`src/rtl/ctrl_pkg.sv`:
```
// Shared definitions for the multicycle control unit: opcodes, state codes,
// condition codes and the registered control-strobe bundle.
package ctrl_pkg;

    localparam int OPC_W = 8;

    localparam logic [OPC_W-1:0] OP_RTYPE_MAX = 8'h16;
    localparam logic [OPC_W-1:0] OP_NOP       = 8'h17;
    localparam logic [OPC_W-1:0] OP_LOAD      = 8'h99;
    localparam logic [OPC_W-1:0] OP_STORE     = 8'hDA;
    localparam logic [OPC_W-1:0] OP_JCOND     = 8'hC4;
    localparam logic [OPC_W-1:0] OP_HALT      = 8'hFF;

    localparam logic [3:0] CC_EQ = 4'd0;
    localparam logic [3:0] CC_NE = 4'd1;
    localparam logic [3:0] CC_CS = 4'd2;
    localparam logic [3:0] CC_CC = 4'd3;
    localparam logic [3:0] CC_HI = 4'd4;
    localparam logic [3:0] CC_LS = 4'd5;
    localparam logic [3:0] CC_GT = 4'd6;
    localparam logic [3:0] CC_LE = 4'd7;
    localparam logic [3:0] CC_FS = 4'd8;
    localparam logic [3:0] CC_FC = 4'd9;
    localparam logic [3:0] CC_UC = 4'd14;

    typedef enum logic [3:0] {
        S_FETCH   = 4'd0,
        S_FWAIT   = 4'd1,
        S_DECODE  = 4'd2,
        S_EXEC    = 4'd3,
        S_LD_ADDR = 4'd4,
        S_LD_WAIT = 4'd5,
        S_LD_WB   = 4'd6,
        S_ST      = 4'd7,
        S_JMP     = 4'd8,
        S_HALT    = 4'd9
    } state_e;

    typedef enum logic [2:0] {
        OPC_RTYPE = 3'd0,
        OPC_LOAD  = 3'd1,
        OPC_STORE = 3'd2,
        OPC_JCOND = 3'd3,
        OPC_HALT  = 3'd4,
        OPC_NOP   = 3'd5
    } op_class_e;

    typedef struct packed {
        logic pc_en;
        logic pc_load;
        logic addr_sel;
        logic mem_we;
        logic reg_we;
        logic wb_sel;
        logic halted;
    } ctrl_t;

    // Undefined opcodes fall into the NOP class so they only advance the PC.
    function automatic op_class_e decode_op(input logic [OPC_W-1:0] op);
        op_class_e cls;
        if (op <= OP_RTYPE_MAX) begin
            cls = OPC_RTYPE;
        end else begin
            case (op)
                OP_NOP:   cls = OPC_NOP;
                OP_LOAD:  cls = OPC_LOAD;
                OP_STORE: cls = OPC_STORE;
                OP_JCOND: cls = OPC_JCOND;
                OP_HALT:  cls = OPC_HALT;
                default:  cls = OPC_NOP;
            endcase
        end
        return cls;
    endfunction

endpackage

```
`src/rtl/cond_eval.sv`:
```
// Jump condition evaluator: maps a 4-bit condition code and the ALU flags
// {C,L,F,Z,N} to a taken decision.
module cond_eval
    import ctrl_pkg::*;
(
    input  logic [3:0] cond,
    input  logic [4:0] flags,
    output logic       taken
);

    logic c_s, l_s, f_s, z_s, n_s;

    assign {c_s, l_s, f_s, z_s, n_s} = flags;

    // Condition-code lookup; reserved codes are never taken.
    always_comb begin
        taken = 1'b0;
        case (cond)
            CC_EQ:   taken = z_s;
            CC_NE:   taken = ~z_s;
            CC_CS:   taken = c_s;
            CC_CC:   taken = ~c_s;
            CC_HI:   taken = l_s;
            CC_LS:   taken = ~l_s;
            CC_GT:   taken = n_s;
            CC_LE:   taken = ~n_s;
            CC_FS:   taken = f_s;
            CC_FC:   taken = ~f_s;
            CC_UC:   taken = 1'b1;
            default: taken = 1'b0;
        endcase
    end

endmodule

```
`src/rtl/multicycle_ctrl.sv`:
```
// Multicycle controller for the 16-bit load/store CPU. Outputs are registered
// from the next state so they track the current state with no glitch path.
module multicycle_ctrl
    import ctrl_pkg::*;
#(
    parameter int DATA_W  = 16,
    parameter int MEM_LAT = 1
) (
    input  logic              clock,
    input  logic              Reset,
    input  logic [DATA_W-1:0] mem_rdata,
    input  logic [4:0]        flags,
    input  logic              run,
    output logic [DATA_W-1:0] ir,
    output logic [DATA_W-1:0] alu_instr,
    output logic              pc_en,
    output logic              pc_load,
    output logic              addr_sel,
    output logic              mem_we,
    output logic              reg_we,
    output logic              wb_sel,
    output logic              halted,
    output logic [3:0]        state
);

    localparam logic [1:0] LAST_CNT = 2'(MEM_LAT - 1);

    state_e            state_r, state_nxt_s;
    logic [DATA_W-1:0] ir_r, ir_nxt_s;
    logic [1:0]        cnt_r, cnt_nxt_s;
    ctrl_t             ctrl_r, ctrl_nxt_s;
    logic [DATA_W-1:0] alu_instr_r, alu_nxt_s;
    op_class_e         cls_cur_s, cls_nxt_s;
    logic              taken_s;

    assign cls_cur_s = decode_op(ir_r[DATA_W-1 -: OPC_W]);
    assign cls_nxt_s = decode_op(ir_nxt_s[DATA_W-1 -: OPC_W]);

    // ir is stable from DECODE into JMP, so the decision uses flags held before JMP entry.
    cond_eval u_cond_eval (
        .cond  (ir_nxt_s[7:4]),
        .flags (flags),
        .taken (taken_s)
    );

    // Next-state, instruction latch and shared latency counter.
    always_comb begin
        state_nxt_s = state_r;
        ir_nxt_s    = ir_r;
        cnt_nxt_s   = cnt_r;
        case (state_r)
            S_FETCH: begin
                if (run) state_nxt_s = S_FWAIT;
                else     state_nxt_s = S_FETCH;
            end
            S_FWAIT: begin
                if (cnt_r == LAST_CNT) begin
                    ir_nxt_s    = mem_rdata;
                    cnt_nxt_s   = 2'd0;
                    state_nxt_s = S_DECODE;
                end else begin
                    cnt_nxt_s = cnt_r + 2'd1;
                end
            end
            S_DECODE: begin
                case (cls_cur_s)
                    OPC_RTYPE: state_nxt_s = S_EXEC;
                    OPC_LOAD:  state_nxt_s = S_LD_ADDR;
                    OPC_STORE: state_nxt_s = S_ST;
                    OPC_JCOND: state_nxt_s = S_JMP;
                    OPC_HALT:  state_nxt_s = S_HALT;
                    default:   state_nxt_s = S_FETCH;
                endcase
            end
            S_LD_ADDR: state_nxt_s = S_LD_WAIT;
            S_LD_WAIT: begin
                if (cnt_r == LAST_CNT) begin
                    cnt_nxt_s   = 2'd0;
                    state_nxt_s = S_LD_WB;
                end else begin
                    cnt_nxt_s = cnt_r + 2'd1;
                end
            end
            S_EXEC, S_LD_WB, S_ST, S_JMP: state_nxt_s = S_FETCH;
            S_HALT:  state_nxt_s = S_HALT;
            default: state_nxt_s = S_FETCH;
        endcase
    end

    // Control strobes for the state being entered.
    always_comb begin
        ctrl_nxt_s = '0;
        case (state_nxt_s)
            S_DECODE: ctrl_nxt_s.pc_en = (cls_nxt_s == OPC_NOP);
            S_EXEC: begin
                ctrl_nxt_s.reg_we = 1'b1;
                ctrl_nxt_s.pc_en  = 1'b1;
            end
            S_LD_ADDR, S_LD_WAIT: ctrl_nxt_s.addr_sel = 1'b1;
            S_LD_WB: begin
                ctrl_nxt_s.reg_we = 1'b1;
                ctrl_nxt_s.wb_sel = 1'b1;
                ctrl_nxt_s.pc_en  = 1'b1;
            end
            S_ST: begin
                ctrl_nxt_s.addr_sel = 1'b1;
                ctrl_nxt_s.mem_we   = 1'b1;
                ctrl_nxt_s.pc_en    = 1'b1;
            end
            S_JMP: begin
                ctrl_nxt_s.pc_load = taken_s;
                ctrl_nxt_s.pc_en   = ~taken_s;
            end
            S_HALT:  ctrl_nxt_s.halted = 1'b1;
            default: ctrl_nxt_s = '0;
        endcase
    end

    // The ALU sees the instruction only while it is producing a result.
    always_comb begin
        alu_nxt_s = '0;
        if (state_nxt_s == S_EXEC || state_nxt_s == S_LD_WB) begin
            alu_nxt_s = ir_nxt_s;
        end else begin
            alu_nxt_s = '0;
        end
    end

    // State, instruction, counter and output registers; reset clears all outputs at once.
    always_ff @(posedge clock or negedge Reset) begin
        if (!Reset) begin
            state_r     <= S_FETCH;
            ir_r        <= '0;
            cnt_r       <= 2'd0;
            ctrl_r      <= '0;
            alu_instr_r <= '0;
        end else begin
            state_r     <= state_nxt_s;
            ir_r        <= ir_nxt_s;
            cnt_r       <= cnt_nxt_s;
            ctrl_r      <= ctrl_nxt_s;
            alu_instr_r <= alu_nxt_s;
        end
    end

    assign ir        = ir_r;
    assign alu_instr = alu_instr_r;
    assign pc_en     = ctrl_r.pc_en;
    assign pc_load   = ctrl_r.pc_load;
    assign addr_sel  = ctrl_r.addr_sel;
    assign mem_we    = ctrl_r.mem_we;
    assign reg_we    = ctrl_r.reg_we;
    assign wb_sel    = ctrl_r.wb_sel;
    assign halted    = ctrl_r.halted;
    assign state     = state_r;

endmodule

```
`config.mk`:
```
export PLATFORM = sky130hd
export DESIGN_NAME = multicycle_ctrl
export DESIGN_NICKNAME = d
export VERILOG_FILES = /design/src/rtl/ctrl_pkg.sv /design/src/rtl/cond_eval.sv /design/src/rtl/multicycle_ctrl.sv
export SDC_FILE = /design/constraint.sdc
export NUM_CORES = 1
export LEC_CHECK = 0
export BUFFER_PORTS_ARGS = -buffer_cell sky130_fd_sc_hd__buf_2
export CAP_MARGIN = 0
export CORE_ASPECT_RATIO = 0.5
export CORE_MARGIN = 5
export CORE_UTILIZATION = 40
export DETAILED_ROUTE_END_ITERATION = 10
export PLACE_DENSITY = 0.68
export RECOVER_POWER = 25
export SYNTH_ARGS = -nofsm -noshare
export SYNTH_HDL_FRONTEND = slang
export SYNTH_SLANG_ARGS = --single-unit
```
`constraint.sdc`:
```
create_clock -name clock -period 2.44 [get_ports clock]
set_clock_uncertainty 0.15 [all_clocks]
set_input_delay 0.244 -clock clock [delete_from_list [all_inputs] [get_ports clock]]
set_output_delay 0.244 -clock clock [all_outputs]
set_load 0.005 [all_outputs]
```
==> results of run 1 <==
sequential cells by signal (all words and copies together) (netlist names):
register / count
halted: 1
state: 4
alu_instr: 16
wb_sel: 1
ir: 16
addr_sel: 1
mem_we: 1
reg_we: 1
pc_en: 1
pc_load: 1
cnt_r: 2
cells in the mapped netlist, types with 3 or more instances:
library cell  instances  share of area [%]
mux2i_1               5                2.4
o21ai_0               9                2.1
nor3_1                6                1.4
nand3_1               5                1.2
mux2_2                9                4.8
nand2_1              19                3.4
nor2_1               14                2.5
nand2b_1              4                1.2
nor4b_1               3                1.2
inv_1                15                2.7
and2_1               11                3.3
nor4_1                3               0.89
dfrtp_1              45                 53
clkbuf_1              3               0.53
worst min path at each step:
stage	startpoint	end
floorplan	Reset	addr_sel
global placement	Reset	alu_instr[8]
detailed placement	Reset	alu_instr[8]
CTS	mem_rdata[1]	ir[1]
global route	mem_rdata[2]	ir[2]
finish	mem_rdata[3]	ir[3]
where the power goes:
part	internal, W	switching (W)	leakage [nW]	total [W]
Sequential	0.000925	0.000210	0.589	0.00114
Clock	0.000333	0.000245	0.0574	0.000578
Combinational	0.000727	0.000700	0.754	0.00143
Total	0.00199	0.00116	1.40	0.00314
placed cells by master, fill, tap and decap left out, types with 4 or more instances in the layout:
master    count
clkbuf_8      6
nand2b_1      4
o21ai_0       9
dfrtp_1      45
and2_1       11
buf_2        56
buf_4        17
inv_1        13
nor2_1       14
clkbuf_1     10
nand3_1       5
nand2_1      19
mux2i_2       4
nor3_1        6
mux2_2        9
final cells by class:
type / count / share of cell area (%)
repair buffers: 86 / 17.2
multi-input cells: 127 / 33.6
flip-flops and latches: 45 / 39.8
well taps: 70 / 3.10
clock inverters: 2 / 1.33
clock buffers: 6 / 2.92
inverters: 15 / 1.99
critical path: stages, from the launching register on:
cell	delay (ns)
dfrtp_1	0.40
inv_2	0.08
ha_4	0.14
nand4bb_4	0.16
nor2_8	0.20
mux2i_4	0.29
mux2_4	0.33
o31ai_4	0.18
a2bb2oi_2	0.16
o2111ai_1	0.15
metal layers:
layer / vias up / GRT usage (%) / wire (um)
li1: 848 / - / -
met1: 832 / 19.0 / 2380
met2: 32 / 29.0 / 2790
met3: 4 / 4.51 / 264
met4: 0 / 3.60 / 19
met5: - / 0 / 0
metrics by stage:
step	TNS [ns]	total power, W
finish	0	0.00314
global route	-0.0616	0.00335
CTS	0	0.00309
detailed placement	-0.0480	0.00244
global placement	0	0.00239
floorplan	0	0.00189
timing repair:
action,4_1_cts,5_1_grt
gates resized for setup,5,7
hold buffers,1,0
buffers inserted,1,3
endpoints found under the hold margin,18,0
endpoints found under the setup margin,2,2
pin swaps,1,1
cells by family after synthesis:
| logic type | synth area share (%) |
|---|---|
| buffers and inverters | 4.20 |
| adders and majority gates | 1.18 |
| DFF | 53.3 |
| xor gates and xnor gates | 0.829 |
| and+or+nand+nor | 21.0 |
| AOI/OAI and AO/OA | 10.3 |
| muxes | 9.18 |
==> flow_metrics.py, run 1 <==
metrics = {
    "logic_synthesis": {
        "synth_ff_type": "dfrtp_1",
        "synth_seq_area_share_pct": 53.3,
        "syn_avg_cell_area_um2": 10.9,
        "postSynthCellCount": 193,
        "netlist_area_mm2": 0.00211,
        "synthArstFlopShare_pct": 100,
        "ys_ff_latch": 45,
        "synth-edff-count": 0,
        "yosys_warnings": 0,
        "ys_types": 47,
        "syn_nets": 219,
    },
    "critical_path": {
        "cp.required_ns": 2.44,
        "cp-start-kind": "flop",
        "cp_max_fo": 5,
        "crit_path_end_kind": "flop",
        "critPathCapture": "pc_en",
        "critPathKind": "flop to flop",
        "crit_arrival_ns": 2.39,
        "startpoint": "cnt_r[1]",
        "r2r-start": "cnt_r[1]",
        "r2r_slack_ns": 0.05,
        "r2r_cells": 9,
        "r2r_end": "pc_en",
    },
    "sta": {
        "slew_violations": 0,
        "hold_slack_ns": 0.0477,
        "tightestPinTransition_ns": 1.05,
        "rsz0062_at_grt": "true",
        "finalHoldViolations": 0,
        "period_needed_ns": 2.39,
        "fin_ws_ns": 0.0486,
        "fmax_mhz": 418,
        "finalCritPeriodShare_pct": 98.0,
        "setup_violations": 0,
        "relSlewSlack_pct": 30.1,
    },
    "clock_tree": {
        "clk_transition_reported_paths_ns": 0.08,
        "clock_path_buffers": 2,
        "clock-root-buffer": "clkbuf_8",
        "htree_levels": 2,
        "insertion_delay_ns": 0.29,
        "cts_tree": "built",
        "numClockSinks": 45,
        "cts_buffers": 5,
    },
    "grt": {
        "overflow": 0,
        "grt_max_degree": 21,
        "antenna_found_initial": 0,
        "grt_pass1_wl_um": 8510,
        "grtUsageTotal_pct": 15.8,
        "grt_pass1_vias": 1719,
    },
    "placed_design": {
        "place_ws_ns": -0.0480,
        "port_buffers": 66,
        "dp_hpwl_um": 4100,
        "place_area_mm2": 0.00261,
        "place_inst": 338,
        "place_congestion": 0.788,
    },
    "power_and_ir_drop": {
        "power.density_mw_per_mm2": 1110,
        "ir_drop_mv": 0.453,
        "p_leak_nw": 1.40,
    },
    "routing": {
        "vias": 1716,
        "wirelength_um": 5450,
        "dr.pass1.iters": 5,
        "drc": 0,
        "post_drt_wl_per_cell_um": 15.5,
        "dr.first_iter.drc_count": 113,
        "ant_nets": 0,
        "via_per_inst": 4.89,
    },
    "layout": {
        "nets": 306,
        "fin_area_mm2": 0.00283,
        "seqCellArea_mm2": 0.00113,
        "postLayoutCoreUtil_pct": 56.3,
        "fill_cells": 453,
        "diodes": 0,
        "layout-drive-gt1-share_pct": 39.1,
        "multi_input_area_um2": 950,
        "area_growth_pct": 33.7,
        "stdcell_count": 351,
    },
    "die": {
        "die_width_um": 113,
        "pin_count": 67,
        "die_y_um": 61.4,
        "fp.dieArea_mm2": 0.00692,
        "initial_core_util_pct": 42.1,
        "rows": 18,
        "design.core.area_mm2": 0.00502,
    },
    "hold_path": {
        "min_path_type": "input port to flop",
        "hold_depth": 2,
    },
    "outcome": {
        "status": "completed",
    },
    "flow_run": {
        "maxCapViolCount": 0,
    },
}
(Power assumes the default switching activity.)
==> run 2: changes to the inputs <==
Settings changed: SETUP_SLACK_MARGIN set to 0.3.
==> run 2 against run 1 <==
Net effect: critical path depth is the same; core utilization increased by 1.1 points; sequential share of layout area is 0.78 points lower; clock power fell by 2%; register-to-register slack better by 0.08 ns; fmax grew 3.6%; clock-buffer cell count down 1; total power grew 1.5%; largest cell class unchanged; first-iteration DRC count up 4.4%; setup slack improved by 0.084 ns; global-route usage is 0.15 points lower; critical path type unchanged; combinational power is 4% higher.
==> flow_metrics.py, run 2 (synthesis gave the netlist of run 1 again) <==
metrics = {
    "routing": {
        "via_per_inst": 4.90,
        "dr.first_iter.drc_count": 118,
        "vias": 1729,
        "post_drt_wl_per_cell_um": 14.8,
        "dr.pass1.iters": 4,
        "drc": 0,
        "wirelength_um": 5240,
        "ant_nets": 0,
    },
    "critical_path": {
        "cp_max_fo": 3,
        "r2r-start": "cnt_r[1]",
        "r2r_cells": 9,
        "r2r_slack_ns": 0.13,
        "startpoint": "cnt_r[1]",
        "critPathKind": "flop to flop",
        "cp.required_ns": 2.46,
        "crit_arrival_ns": 2.33,
        "crit_path_end_kind": "flop",
        "r2r_end": "pc_en",
        "cp-start-kind": "flop",
    },
    "power_and_ir_drop": {
        "internal_power_w": 0.00201,
        "power.density_mw_per_mm2": 1110,
        "switching_share_pct": 36.9,
        "ir_drop_mv": 0.425,
        "pwr-share-seq_pct": 35.4,
        "p_leak_nw": 1.43,
        "clockPowerShare_pct": 17.8,
        "power_switching_w": 0.00118,
        "p_comb_share_pct": 46.8,
    },
    "clock_tree": {
        "cts_buffers": 5,
        "clk_transition_reported_paths_ns": 0.09,
        "clock-root-buffer": "clkbuf_8",
        "numClockSinks": 45,
        "clock_path_buffers": 2,
        "htree_levels": 2,
        "insertion_delay_ns": 0.30,
        "cts_tree": "built",
    },
    "die": {
        "pin_count": 67,
        "fp.dieArea_mm2": 0.00692,
        "die_y_um": 61.4,
        "design.core.area_mm2": 0.00502,
        "rows": 18,
        "initial_core_util_pct": 42.1,
        "die_width_um": 113,
    },
    "layout": {
        "fill_cells": 432,
        "mostFrequentLayoutCell": "buf_2",
        "seqCellArea_mm2": 0.00113,
        "postLayoutCoreUtil_pct": 57.4,
        "mostFrequentLayoutCells": "59 x buf_2, 45 x dfrtp_1, 19 x nand2_1",
        "layout-drive-gt1-share_pct": 42.0,
        "fin_area_mm2": 0.00288,
        "diodes": 0,
        "area_growth_pct": 36.4,
        "nets": 308,
        "multi_input_area_um2": 976,
    },
    "sta": {
        "setup_tns_ns": 0,
        "fin_ws_ns": 0.132,
        "finalCritPeriodShare_pct": 94.6,
        "finalHoldViolations": 0,
        "tightestPinTransition_ns": 1.37,
        "period_needed_ns": 2.31,
        "setup_violations": 0,
        "fmax_mhz": 433,
        "rsz0062_at_grt": "true",
        "slew_violations": 0,
        "relSlewSlack_pct": 8.71,
    },
    "hold_path": {
        "whs_endpoint": "ir[3]",
        "min-delay-start": "mem_rdata[3]",
        "hold_depth": 2,
        "min_path_type": "input port to flop",
    },
    "placed_design": {
        "dp_hpwl_um": 3890,
        "place_area_mm2": 0.00263,
        "place_ws_ns": 0.0502,
        "port_buffers": 66,
        "place_congestion": 0.783,
    },
    "outcome": {
        "status": "completed",
    },
    "grt": {
        "grtUsageTotal_pct": 15.6,
        "grt_max_degree": 28,
        "antenna_found_initial": 0,
        "grt_pass1_vias": 1793,
        "grt_pass1_wl_um": 8430,
        "overflow": 0,
    },
    "flow_run": {
        "maxCapViolCount": 0,
    },
}
==> run 2: how the worst max path moves through the flow <==
stage	slack, ns	endpoint	cells after the start
floorplan	0.12	pc_en	8
global placement	0.12	pc_en	9
detailed placement	0.05	pc_en	9
CTS	0.09	pc_en	9
global route	0.004	pc_en	9
finish	0.13	pc_en	9
==> run 2: critical path, cell delays in order, from the launching register on <==
cell and delay, ns:
dfrtp_1 0.39, inv_2 0.08, ha_4 0.14, nand4bb_4 0.15
nor2_8 0.18, mux2i_4 0.26, mux2_4 0.33, o31ai_4 0.19
a2bb2oi_2 0.17, o2111ai_1 0.14
==> run 2: timing repair <==
| item | CTS | global route |
|---|---|---|
| pin swaps | 1 | 2 |
| gates resized for setup | 4 | 9 |
| endpoints found under the setup margin | 12 | 13 |
| hold buffers | 1 | 0 |
| hold endpoints to repair | 25 | 0 |
| setup buffers | 6 | 2 |
==> run 2: cell type report <==
cell class,count,area share (%)
tap,70,3.04
clock inverter,3,1.61
timing repair buffer,88,18.1
clock buffer,5,2.39
inverter,15,1.95
sequential,45,39.1
multi-input combinational,127,33.9
==> run 2: metal layers <==
layer,up-vias,global-route usage [%],share of wire [%],wire (um)
met1,819,20.2,45,2340
met4,0,5.99,1.5,76
li1,854,-,-,-
met2,47,26.9,50,2600
met3,9,3.14,4.1,216
met5,-,0,0,0
==> run 2: power by group through the flow <==
stage               clock, W  sequential (W)  combinational, W
finish              0.000568         0.00113           0.00149
global route        0.000616         0.00116           0.00164
CTS                 0.000580         0.00113           0.00142
detailed placement         0         0.00114           0.00131
global placement           0         0.00113           0.00128
floorplan                  0         0.00112          0.000808
==> run 2: metrics by stage <==
step	total power (W)	instances	hold slack, ns
2_1_floorplan	0.00192	193	-0.202
3_3_place_gp	0.00241	336	0.117
3_5_place_dp	0.00244	336	0.126
4_1_cts	0.00313	351	0.0268
5_1_grt	0.00342	353	0.0249
6_report	0.00319	353	0.0336
